## config.mk

```make
export PLATFORM = sky130hd
export DESIGN_NAME = im_loader
export DESIGN_NICKNAME = d
export VERILOG_FILES = /design/src/rtl/im_loader_pkg.sv /design/src/rtl/im_loader.sv
export SDC_FILE = /design/constraint.sdc
export NUM_CORES = 1
export LEC_CHECK = 0
export ABC_AREA = 1
export BUFFER_PORTS_ARGS = -buffer_cell sky130_fd_sc_hd__buf_2
export CELL_PAD_IN_SITES_DETAIL_PLACEMENT = 1
export CELL_PAD_IN_SITES_GLOBAL_PLACEMENT = 1
export CORE_UTILIZATION = 43
export DETAILED_ROUTE_END_ITERATION = 8
export PLACE_DENSITY = 0.94
export SLEW_MARGIN = 30
export SYNTH_ARGS = -nofsm -noshare
export SYNTH_HDL_FRONTEND = slang
export SYNTH_SLANG_ARGS = --single-unit
```

## constraint.sdc

```tcl
create_clock -name clk -period 2.74 [get_ports clk]
set_input_delay 0.137 -clock clk [delete_from_list [all_inputs] [get_ports clk]]
set_output_delay 0.137 -clock clk [all_outputs]
set_load 0.01 [all_outputs]
```

## src/rtl/im_loader_pkg.sv

```systemverilog
// Shared definitions for the instruction-memory boot loader:
// FSM state encoding, error codes and the instruction word width.
package im_loader_pkg;

   localparam int INSTR_W = 16;

   typedef enum logic [2:0] {
      IDLE,
      CNT_HI,
      CNT_LO,
      WORD_HI,
      WORD_LO,
      CHK,
      DONE,
      ERR
   } state_t;

   localparam logic [1:0] ERR_NONE = 2'd0;
   localparam logic [1:0] ERR_SIZE = 2'd1;
   localparam logic [1:0] ERR_CHK  = 2'd2;

endpackage

```

## src/rtl/im_loader.sv

```systemverilog
// Boot-time loader: receives a framed, XOR-checksummed byte stream, writes big-endian
// 16-bit words to instruction memory and holds the CPU until a frame verifies.
module im_loader
   import im_loader_pkg::*;
#(
   parameter logic [15:0] BASE_ADDR   = 16'h0000,
   parameter int          DEPTH_WORDS = 256
) (
   input  logic                 clk,
   input  logic                 reset,
   input  logic                 start,
   input  logic                 in_valid,
   input  logic [7:0]           in_data,
   output logic                 in_ready,
   output logic                 wr_en,
   output logic [15:0]          wr_addr,
   output logic [INSTR_W-1:0]   wr_data,
   output logic                 cpu_hold,
   output logic                 done,
   output logic                 err,
   output logic [1:0]           err_code,
   output logic [15:0]          words_loaded
);

   localparam logic [16:0] DEPTH_L = 17'(DEPTH_WORDS);

   state_t              r_state;
   state_t              w_next;
   logic [15:0]         r_cnt;
   logic [7:0]          r_hi;
   logic [7:0]          r_xor;
   logic [15:0]         r_words;
   logic                r_wr_en;
   logic [15:0]         r_wr_addr;
   logic [INSTR_W-1:0]  r_wr_data;
   logic                r_done;
   logic [1:0]          r_err_code;

   logic                w_in_ready;
   logic                w_accept;
   logic                w_start_frame;
   logic [15:0]         w_n;
   logic                w_oversize;
   logic                w_last_word;
   logic                w_chk_ok;

   assign w_in_ready    = (r_state == CNT_HI) || (r_state == CNT_LO) ||
                          (r_state == WORD_HI) || (r_state == WORD_LO) ||
                          (r_state == CHK);
   assign w_accept      = in_valid & w_in_ready;
   assign w_start_frame = start & ((r_state == IDLE) || (r_state == DONE) || (r_state == ERR));
   assign w_n           = {r_cnt[15:8], in_data};
   assign w_oversize    = ({1'b0, w_n} > DEPTH_L);
   assign w_last_word   = ((r_words + 16'd1) == r_cnt);
   assign w_chk_ok      = (in_data == r_xor);

   always_ff @(posedge clk) begin
      if (reset) r_state <= IDLE;
      else       r_state <= w_next;
   end

   always_comb begin
      w_next = r_state;
      case (r_state)
         IDLE:    if (start) w_next = CNT_HI;
         CNT_HI:  if (w_accept) w_next = CNT_LO;
         CNT_LO: begin
            if (w_accept) begin
               if (w_oversize)       w_next = ERR;
               else if (w_n == '0)   w_next = CHK;
               else                  w_next = WORD_HI;
            end
         end
         WORD_HI: if (w_accept) w_next = WORD_LO;
         WORD_LO: if (w_accept) w_next = w_last_word ? CHK : WORD_HI;
         CHK:     if (w_accept) w_next = w_chk_ok ? DONE : ERR;
         DONE:    if (start) w_next = CNT_HI;
         ERR:     if (start) w_next = CNT_HI;
         default: w_next = IDLE;
      endcase
   end

   // Byte assembly, checksum accumulation and the registered write/done strobes
   always_ff @(posedge clk) begin
      if (reset) begin
         r_cnt      <= '0;
         r_hi       <= '0;
         r_xor      <= '0;
         r_words    <= '0;
         r_wr_en    <= 1'b0;
         r_wr_addr  <= BASE_ADDR;
         r_wr_data  <= '0;
         r_done     <= 1'b0;
         r_err_code <= ERR_NONE;
      end else begin
         r_wr_en <= 1'b0;
         r_done  <= 1'b0;
         if (w_start_frame) begin
            r_words    <= '0;
            r_xor      <= '0;
            r_err_code <= ERR_NONE;
         end
         if (w_accept) begin
            case (r_state)
               CNT_HI: begin
                  r_cnt[15:8] <= in_data;
                  r_xor       <= r_xor ^ in_data;
               end
               CNT_LO: begin
                  r_cnt[7:0] <= in_data;
                  r_xor      <= r_xor ^ in_data;
                  if (w_oversize) r_err_code <= ERR_SIZE;
               end
               WORD_HI: begin
                  r_hi  <= in_data;
                  r_xor <= r_xor ^ in_data;
               end
               WORD_LO: begin
                  r_wr_en   <= 1'b1;
                  r_wr_data <= {r_hi, in_data};
                  r_wr_addr <= BASE_ADDR + {r_words[14:0], 1'b0};
                  r_words   <= r_words + 16'd1;
                  r_xor     <= r_xor ^ in_data;
               end
               CHK: begin
                  if (w_chk_ok) r_done     <= 1'b1;
                  else          r_err_code <= ERR_CHK;
               end
               default: ;
            endcase
         end
      end
   end

   assign in_ready     = w_in_ready;
   assign wr_en        = r_wr_en;
   assign wr_addr      = r_wr_addr;
   assign wr_data      = r_wr_data;
   assign cpu_hold     = (r_state != DONE);
   assign done         = r_done;
   assign err          = (r_state == ERR);
   assign err_code     = r_err_code;
   assign words_loaded = r_words;

endmodule

```

==> reports/qor.txt, run 1 <==
WL final -> 12890 um
Gate power share -> 29.9%
layout cell share with drive strength beyond 1 -> 17.36%
GRT overflow -> 0
Post-Synth Simple-Gate Area -> 28.14%
Setup Buffers After CTS -> 0
r2r startpoint -> r_state[1]$_SDFFE_PP0P_
commonest non-fill, non-tap cell in the layout -> nand2_1
pin count of the biggest net entering global routing -> 35
DR pass1 iterations -> 9
Synth area leader -> dfxtp_1
Ports -> 67
port bufs -> 65
Area growth syn-to-layout -> 15.51%
Die Area -> 9695 um2
Hold Crit Class -> in -> reg
outcome -> finished with violations
worst slack at placement -> 0.6145 ns
Max Cap Viol -> 0
wire length of the first global-routing pass -> 20630 um
detailed placement HPWL -> 9340 um
ANT cells -> 0
multi-input combinational cell area -> 1941 um2
Mapped Area -> 4001 um2
proportion of power drawn by flip-flops and latches -> 43.4%
Hold Worst Slack -> 0.1269 ns
adder-cell share of the synthesized area -> 0.3127%
Syn Nets -> 566
Layout fillers -> 1181
Via density -> 5.664
sequential fraction of the synthesis area -> 43.03%
CP max FO -> 16
clk root buf -> clkbuf_8
Peak Freq -> 452.5 MHz
Synth warnings -> 0
CTS HTree Levels -> 3
largest cells by area after synthesis -> dfxtp_1 (43%), nand2_1 (12%), o21ai_0 (6.8%), nand3_1 (6.4%), inv_1 (6.1%)
CTS tree -> yes
Final Hold Vio Count -> 0
flop2flop setup slack -> 0.53 ns
vias in the first global route -> 4197
final setup margin -> 0.5302 ns
average cell area after synthesis -> 7.236 um2
crit path launch -> r_state[1]$_SDFFE_PP0P_
Internal -> 2.137 mW
final worst path period share -> 80.65%
RR Endpoint -> r_state[2]$_SDFFE_PP0P_
Final ANT Viol Nets -> 0
Compound-Gate Fraction of Synth Area -> 16.64%
top cell type's share of synthesized area -> 43.03%
Fin Setup TNS -> 0 ns
gr usage total -> 27.06%
area occupied by registers -> 1722 um2
failing checks -> design-rule violations
Worst Setup EP -> r_state[2]$_SDFFE_PP0P_
crit-path cells -> inv_2, nor2_1, inv_1, nand2_1, nor2_1, nand2_1, nand2_1, inv_1, nor2_1, o21ai_0, a21oi_2
pins over their slew limit -> 0
switching share of power -> 38.39%
# rows -> 34
CTS resizes -> 0
Worst setup SP type -> flop
WP data required -> 2.99 ns
GPL Wtd Cong -> 0.8427
# hold bufs at CTS -> 0
synth unique cells -> 41
Critical Path AT -> 2.46 ns
CP max stage cell -> dfxtp_1
DIE HEIGHT -> 98.47 um
main combinational cell family by area after synthesis -> simple AND/OR/NAND/NOR gates
drt wl/cell -> 17.66 um
leakage power -> 2.106 nW
worst clock skew -> 0.006659 ns
Clock Latency Late Sink -> 0.36 ns
clock buffer depth -> 2
most frequent cells in the layout -> nand2_1 (123), dfxtp_1 (86), inv_1 (65), buf_2 (65), o21ai_0 (54)
Pwr Density -> 750.5 nW/um2
Worst-path clk slew -> 0.09 ns
DIE WIDTH -> 98.47 um
clock power share -> 26.7%
worst setup path category -> reg -> reg
Setup violations, final -> 0
Syn Inst Count -> 553
worst-case reg-to-reg path depth -> 11
Net Sw Power -> 1.332 mW
Worst Tran Pin Value -> 0.6303 ns
HP Start -> in_data[7]
CP max stage delay -> 0.48 ns
Final Total Pwr -> 3.469 mW
Setup crit end kind -> flop
Peak VDD IR -> 414.9 uV
post-route minimum period -> 2.210 ns
Core ar. -> 8848 um2
Yosys reg bits -> 86
XOR/XNOR Fraction of Synth Area -> 3.315%
DR DRC count -> 6
initial antenna violation count -> 0
Initial Util -> 45.22%
DR vias -> 4135
Final #Nets -> 630
mux cell area share after synthesis -> 0%
cts bufs inserted -> 9
CTS Sinks -> 86
Slew headroom -> 57.88%
drt initial violations -> 182
RSZ-0062 raised after global routing -> false
-- synthesized netlist by cell type, drive strengths merged --
cell type / count
o21a: 2
nand2: 128
clkinv: 1
o31ai: 2
xnor2: 3
nand3b: 1
xor2: 7
ha: 1
nor2: 50
a211oi: 2
a32o: 2
nor4: 2
a22o: 5
o21ai: 59
or2: 1
buf: 9
o32ai: 5
dfxtp: 86
o21bai: 1
o22ai: 3
clkbuf: 7
a21oi: 35
nand3: 52
nand4: 9
a221oi: 1
conb: 1
nor3: 5
inv: 70
and3: 1
xnor3: 2
-- per-stage QoR --
step,instances,instance area [um2],utilization (%)
3_3_place_gp,714,4419,49.94
5_1_grt,730,4622,52.23
6_report,730,4622,52.23
3_5_place_dp,714,4419,49.94
2_1_floorplan,553,4001,-
4_1_cts,730,4622,52.23
-- power by group through the flow --
stage | Sequential [mW] | Combinational (mW) | Clock [mW]
after floorplan | 1.50 | 0.717 | 0
after global placement | 1.51 | 0.952 | 0
after detailed placement | 1.53 | 1.00 | 0
after CTS | 1.50 | 1.02 | 0.945
after global routing | 1.52 | 1.15 | 0.988
final | 1.51 | 1.04 | 0.927
-- how the worst min path moves through the flow --
stage                          endpoint  slack, ns  cells past startpoint
2_1_floorplan   wr_data[4]$_SDFFE_PP0P_       0.28                      1
3_3_place_gp   wr_addr[13]$_SDFFE_PP0P_       0.43                      2
3_5_place_dp   wr_addr[13]$_SDFFE_PP0P_       0.44                      2
4_1_cts           r_cnt[3]$_SDFFE_PP0P_       0.12                      3
5_1_grt           r_cnt[3]$_SDFFE_PP0P_       0.14                      3
6_report          r_cnt[7]$_SDFFE_PP0P_       0.13                      3
-- registers in the layout, summed over array words and instances (netlist names) --
signal / cells
err_code: 2
r_xor: 8
wr_data: 16
words_loaded: 16
r_cnt: 16
done: 1
r_state: 3
wr_en: 1
r_hi: 8
wr_addr: 15
-- cells by family (layout without fill, tap and decap cells) --
kind of cell,Yosys count,after routing
AO/OA/AOI/OAI,117,117
adder cells (fa/ha/maj),1,1
XOR/XNOR,12,12
flip-flops,86,86
other,1,1
AND/OR/NAND/NOR,249,249
buffers and inverters,87,156
-- final cells by class --
class	instances	share of cell area, %
clock buffer	9	2.680
clock inverter	7	1.705
inverter	71	5.766
multi-input combinational	380	41.99
sequential	86	37.25
tap	108	2.924
timing repair buffer	69	7.688
-- worst max-delay path: cells and delay by family, from the launching register on --
kind	cells	cell delay, ns
compound gates	2	0.29
flops	1	0.48
simple gates	6	1.03
buf+inv	3	0.29
-- routing by layer --
layer	routed length, um	track usage [%]	up-vias
li1	-	-	1950
met3	678	4.326	29
met5	0	0	-
met1	5405	32.06	2013
met4	285	8.840	0
met2	6525	49.78	143
Power figures use the tool's default switching activity.
==> run 2, diff against run 1 <==
--- a/config.mk
+++ b/config.mk
@@ -5,13 +5,13 @@
 export SDC_FILE = /design/constraint.sdc
 export NUM_CORES = 1
 export LEC_CHECK = 0
-export ABC_AREA = 1
+export ABC_AREA = 0
 export BUFFER_PORTS_ARGS = -buffer_cell sky130_fd_sc_hd__buf_2
 export CELL_PAD_IN_SITES_DETAIL_PLACEMENT = 1
 export CELL_PAD_IN_SITES_GLOBAL_PLACEMENT = 1
-export CORE_UTILIZATION = 43
+export CORE_UTILIZATION = 37
 export DETAILED_ROUTE_END_ITERATION = 8
-export PLACE_DENSITY = 0.94
+export PLACE_DENSITY = 0.86
 export SLEW_MARGIN = 30
 export SYNTH_ARGS = -nofsm -noshare
 export SYNTH_HDL_FRONTEND = slang
==> constraint.sdc (replaced) <==
create_clock -name clk -period 1.92 [get_ports clk]
set_input_delay 0.096 -clock clk [delete_from_list [all_inputs] [get_ports clk]]
set_output_delay 0.096 -clock clk [all_outputs]
set_load 0.01 [all_outputs]
==> run 2 against run 1 <==
Against the previous run:
- the run ends with negative setup slack left
- power up 34%
- via count up 1.8%
- cell count up 6.7%
- wire length up 5.4%
- first-iteration DRC count up 2.7%
- critical path depth down 4
- largest cell class unchanged
==> reports/qor.txt, run 2 <==
Via density -> 5.402
Ports -> 67
DR DRC count -> 0
layout cell share with drive strength beyond 1 -> 28.64%
Final Hold Vio Count -> 0
largest cells by area after synthesis -> dfxtp_1 (42%), nand2_1 (12%), a21oi_1 (8.0%), o21ai_0 (3.8%), nor2_1 (3.0%)
Synth area leader -> dfxtp_1
Initial Util -> 37.87%
wire length of the first global-routing pass -> 21740 um
failing checks -> negative setup slack
DR vias -> 4208
CTS Sinks -> 86
Gate power share -> 24.8%
Peak Freq -> 509.3 MHz
worst setup path category -> reg -> reg
leakage power -> 2.156 nW
Finished Core Util -> 48.50%
Fin Setup TNS -> -0.06582 ns
gr usage total -> 24.47%
CTS tree -> yes
pins over their slew limit -> 0
DIE HEIGHT -> 107.3 um
commonest non-fill, non-tap cell in the layout -> nand2_1
Die Area -> 11520 um2
CP max FO -> 4
synth unique cells -> 58
WL final -> 13590 um
async set-reset flop share out of synthesis -> 0%
vias in the first global route -> 4304
count leader, synth -> nand2_1
# hold bufs at CTS -> 0
Net Sw Power -> 1.544 mW
detailed placement HPWL -> 9564 um
port bufs -> 65
Yosys reg bits -> 86
Synth warnings -> 0
final setup margin -> -0.04348 ns
Worst-path clk slew -> 0.10 ns
Area growth syn-to-layout -> 28.07%
top cell type's share of synthesized area -> 41.94%
final worst path period share -> 102.3%
most frequent cells in the layout -> nand2_1 (133), dfxtp_1 (76), a21oi_1 (65), buf_2 (65), buf_4 (58)
proportion of power drawn by flip-flops and latches -> 43.5%
commonest register cell after synthesis -> dfxtp_1
sequential fraction of the synthesis area -> 41.94%
RSZ-0062 raised after global routing -> true
DR pass1 iterations -> 4
Core ar. -> 10840 um2
outcome -> finished with violations
pin count of the biggest net entering global routing -> 72
ANT cells -> 0
average cell area after synthesis -> 7.630 um2
Post-synth top cells -> nand2_1 (134), dfxtp_1 (86), a21oi_1 (66)
Final ANT Viol Nets -> 0
drt initial violations -> 187
Worst setup SP type -> flop
Post-synth EDFFs -> 0
initial antenna violation count -> 0
Pwr Density -> 881.9 nW/um2
Hold Crit Class -> in -> reg
DIE WIDTH -> 107.3 um
clock power share -> 31.7%
Internal -> 3.093 mW
Hold Worst Slack -> 0.03810 ns
clk root buf -> clkbuf_8
GRT overflow -> 0
Peak VDD IR -> 408.1 uV
Syn Nets -> 551
Critical Path AT -> 2.29 ns
Worst Tran Pin Value -> 0.7603 ns
Syn Inst Count -> 538
# rows -> 38
Final Total Pwr -> 4.637 mW
Clock Latency Late Sink -> 0.40 ns
Setup violations, final -> 3
Mapped Area -> 4105 um2
Final #Nets -> 647
CTS HTree Levels -> 3
drt wl/cell -> 17.44 um
switching share of power -> 33.29%
Setup crit end kind -> flop
worst slack at placement -> -0.1189 ns
Slew headroom -> 49.32%
cts bufs inserted -> 9
Max Cap Viol -> 0
WP data required -> 2.24 ns
GPL Wtd Cong -> 0.8986
worst clock skew -> 0.009516 ns
clock buffer depth -> 2
post-route minimum period -> 1.963 ns
==> run 2: path summary, 6_finish.rpt <==
| check | from | endpoint | slack (ns) | depth (start not counted) |
|---|---|---|---|---|
| setup / recovery | words_loaded[0]$_SDFF_PP0_ | r_state[2]$_SDFFE_PP0P_ | -0.04 | 7 |
| hold / removal | in_data[0] | r_cnt[8]$_SDFFE_PP0P_ | 0.04 | 3 |
| setup reg to reg | words_loaded[0]$_SDFF_PP0_ | r_state[2]$_SDFFE_PP0P_ | -0.04 | 7 |
| hold reg to reg | wr_addr[1]$_SDFFE_PP0P_ | wr_addr[1]$_SDFFE_PP0P_ | 0.46 | 2 |
==> run 2: critical path, cell delays in order (launching register included) <==
cell	delay, ns
dfxtp_4	0.37
ha_4	0.17
nand3_4	0.11
or4_4	0.51
a31oi_4	0.19
a21oi_2	0.10
nor4_2	0.30
o2bb2ai_1	0.15
==> run 2: what timing repair did <==
action / in CTS / in global routing
pin swaps: 11 / 22
setup endpoints to repair: 10 / 7
buffers inserted: 3 / 7
resized for setup: 8 / 33
==> run 2: per-stage QoR <==
| stage | cell area [um2] | instances |
|---|---|---|
| 3_3_place_gp | 4808 | 753 |
| 5_1_grt | 5258 | 779 |
| 6_report | 5258 | 779 |
| 2_1_floorplan | 4146 | 538 |
| 4_1_cts | 5097 | 772 |
| 3_5_place_dp | 4808 | 753 |
==> run 2: final cells by class <==
type                            instances  area (um2)
Fill cell                            1374        5583
Multi-Input combinational cell        405        2300
Sequential cell                        86        1742
Timing Repair Buffer                  126       794.5
Tap cell                              140       175.2
Clock buffer                           11       162.7
Clock inverter                          5       61.31
Inverter                                6       22.52
==> run 2: power by group through the flow <==
stage / Sequential, mW / Clock, mW / Combinational [mW]
floorplan: 2.02 / 0 / 0.707
global placement: 2.04 / 0 / 1.05
detailed placement: 2.05 / 0 / 1.08
CTS: 2.01 / 1.49 / 1.10
global route: 2.03 / 1.56 / 1.27
finish: 2.02 / 1.47 / 1.15
==> run 2: routing by layer <==
metal  up-vias  wire (um)  global-route usage [%]  share of wire [%]
met5         -          0                       0                  0
met4         0        259                   8.415                1.9
met3        21        475                   4.298                3.5
met2        93       7077                   43.82                 52
met1      2052       5776                   29.31                 43
li1       2042          -                       -                  -
==> run 2: cells by family after synthesis <==
| logic type | Yosys count | share of synthesized area (%) |
|---|---|---|
| adder cells (fa/ha/maj) | 1 | 0.3047 |
| other | 1 | 0.09135 |
| AND/OR/NAND/NOR | 244 | 27.28 |
| flip-flops | 86 | 41.94 |
| XOR/XNOR | 21 | 4.480 |
| AO/OA/AOI/OAI | 137 | 19.90 |
| multiplexers | 1 | 0.2743 |
| buffers and inverters | 47 | 5.730 |
==> run 3, diff against run 2 <==
--- a/config.mk
+++ b/config.mk
@@ -9,9 +9,9 @@
 export BUFFER_PORTS_ARGS = -buffer_cell sky130_fd_sc_hd__buf_2
 export CELL_PAD_IN_SITES_DETAIL_PLACEMENT = 1
 export CELL_PAD_IN_SITES_GLOBAL_PLACEMENT = 1
-export CORE_UTILIZATION = 37
+export CORE_UTILIZATION = 44
 export DETAILED_ROUTE_END_ITERATION = 8
-export PLACE_DENSITY = 0.86
+export PLACE_DENSITY = 0.94
 export SLEW_MARGIN = 30
 export SYNTH_ARGS = -nofsm -noshare
 export SYNTH_HDL_FRONTEND = slang
==> constraint.sdc (replaced) <==
create_clock -name clk -period 2.5 [get_ports clk]
set_input_delay 0.125 -clock clk [delete_from_list [all_inputs] [get_ports clk]]
set_output_delay 0.125 -clock clk [all_outputs]
set_load 0.01 [all_outputs]
==> run 3 against run 2 <==
Against the previous run:
- the flow now finishes without violations
- critical endpoint is now r_state[1]$_SDFFE_PP0P_
- global-route usage up 4.1 points
- flip-flop and latch count unchanged
- fmax down 15%
- worst hold slack better by 0.065 ns
- cell count down 11%
- count of clock-buffer cells in the layout down 2
==> reports/qor.txt, run 3 (synthesized netlist as in run 2, its figures left out) <==
RSZ-0062 raised after global routing -> false
Slew headroom -> 49.92%
CP max stage delay -> 0.53 ns
wire length of the first global-routing pass -> 21760 um
Pwr Density -> 725.1 nW/um2
Fin Setup TNS -> 0 ns
RR Endpoint -> r_state[1]$_SDFFE_PP0P_
pin count of the biggest net entering global routing -> 72
crit path launch -> words_loaded[1]$_SDFF_PP0_
clk root buf -> clkbuf_8
Hold Worst Slack -> 0.1034 ns
r2r startpoint -> words_loaded[1]$_SDFF_PP0_
vias in the first global route -> 4418
Clock Latency Late Sink -> 0.36 ns
Hold Crit Class -> in -> reg
Ports -> 67
port bufs -> 65
DR DRC count -> 0
Critical Path AT -> 2.53 ns
Worst setup SP type -> flop
initial antenna violation count -> 0
Worst Tran Pin Value -> 0.7512 ns
leakage power -> 1.832 nW
post-route minimum period -> 2.316 ns
worst clock skew -> 0.01090 ns
detailed placement HPWL -> 9377 um
Final ANT Viol Nets -> 0
CTS tree -> yes
cts bufs inserted -> 9
Worst Setup EP -> r_state[1]$_SDFFE_PP0P_
WL final -> 13480 um
Finished Core Util -> 52.45%
commonest non-fill, non-tap cell in the layout -> nand2_1
CP max FO -> 8
Worst-path clk slew -> 0.10 ns
worst setup path category -> reg -> reg
worst-case reg-to-reg path depth -> 7
GPL Wtd Cong -> 0.8352
gr usage total -> 28.62%
crit-path cells -> ha_2, nand3_2, or4_1, a31oi_1, a21oi_1, o41ai_2, a211oi_1
layout cell share with drive strength beyond 1 -> 18.00%
most frequent cells in the layout -> nand2_1 (134), dfxtp_1 (85), a21oi_1 (66), buf_2 (65), nor2_1 (33)
fin area -> 4663 um2
Final #Nets -> 597
area occupied by registers -> 1723 um2
drt initial violations -> 131
WP data required -> 2.71 ns
Core ar. -> 8891 um2
CTS Sinks -> 86
clock buffer depth -> 2
worst slack at placement -> 0.05830 ns
Area growth syn-to-layout -> 13.59%
Die Area -> 9720 um2
DIE WIDTH -> 98.59 um
drt wl/cell -> 19.33 um
final setup margin -> 0.1837 ns
CTS HTree Levels -> 3
DIE HEIGHT -> 98.59 um
GRT overflow -> 0
Max Cap Viol -> 0
ANT cells -> 0
Via density -> 5.984
outcome -> complete, no violations
# rows -> 34
Setup crit end kind -> flop
Initial Util -> 46.17%
Final Hold Vio Count -> 0
CP max stage cell -> or4_1
placed inst area -> 4436 um2
Peak VDD IR -> 400.9 uV
DR pass1 iterations -> 5
Setup violations, final -> 0
multi-input combinational cell area -> 2160 um2
# hold bufs at CTS -> 0
flop2flop setup slack -> 0.18 ns
Layout fillers -> 1155
Peak Freq -> 431.7 MHz
pins over their slew limit -> 0
DR vias -> 4171
final worst path period share -> 92.65%
[run 3: cell types whose count changed in the layout (fill, tap and decap cells not counted), moves of 3 or more]
cell,previous run,this run
nor4_1,6,9
dfxtp_4,3,0
o21ai_0,26,31
dfxtp_2,7,1
buf_6,3,0
buf_4,58,11
o21ai_1,5,0
dfxtp_1,76,85
[run 3: final cells by class]
cell class	instances	share of cell area, %
clock buffer	9	2.656
clock inverter	7	1.959
inverter	6	0.4830
multi-input combinational	405	46.31
sequential	86	36.95
tap	108	2.898
timing repair buffer	76	8.747
[run 3: report_power, final]
| part | total [mW] | internal, mW | leakage, nW | switching [mW] |
|---|---|---|---|---|
| combinational | 0.737 | 0.247 | 1.03 | 0.490 |
| sequential | 1.57 | 1.46 | 0.695 | 0.111 |
| clock | 1.07 | 0.487 | 0.105 | 0.588 |
[run 3: layer usage]
| layer | wire [um] | GRT usage, % |
|---|---|---|
| met5 | 0 | 0 |
| met4 | 308 | 10.56 |
| met3 | 699 | 4.184 |
| met2 | 7011 | 52.82 |
| met1 | 5456 | 33.56 |
[run 3: worst max-delay path, delay by kind of cell (launching register included)]
family	cells	cell delay (ns)
flip-flops	1	0.41
AND/OR/NAND/NOR	2	0.75
adder cells (fa/ha/maj)	1	0.27
AO/OA/AOI/OAI	4	0.74
[run 3: worst min-delay path by stage]
stage	from	endpoint	slack, ns	cells past startpoint
6_report	in_data[4]	r_cnt[12]$_SDFFE_PP0P_	0.10	3
2_1_floorplan	in_data[0]	r_hi[0]$_SDFFE_PP0P_	0.26	2
4_1_cts	in_data[3]	wr_data[3]$_SDFFE_PP0P_	0.09	3
3_3_place_gp	wr_addr[9]$_SDFFE_PP0P_	wr_addr[9]$_SDFFE_PP0P_	0.44	2
3_5_place_dp	wr_addr[13]$_SDFFE_PP0P_	wr_addr[13]$_SDFFE_PP0P_	0.45	2
5_1_grt	in_data[5]	r_cnt[13]$_SDFFE_PP0P_	0.08	3
[run 3: stage by stage]
stage | power [mW] | instances
floorplan | 2.094 | 538
global placement | 2.260 | 681
detailed placement | 2.311 | 681
CTS | 3.383 | 697
global route | 3.538 | 697
finish | 3.381 | 697
[run 3: repair_timing]
action / in CTS / in global routing
setup buffers: 0 / 0
setup endpoints to repair: 0 / 2
resized for setup: 0 / 3
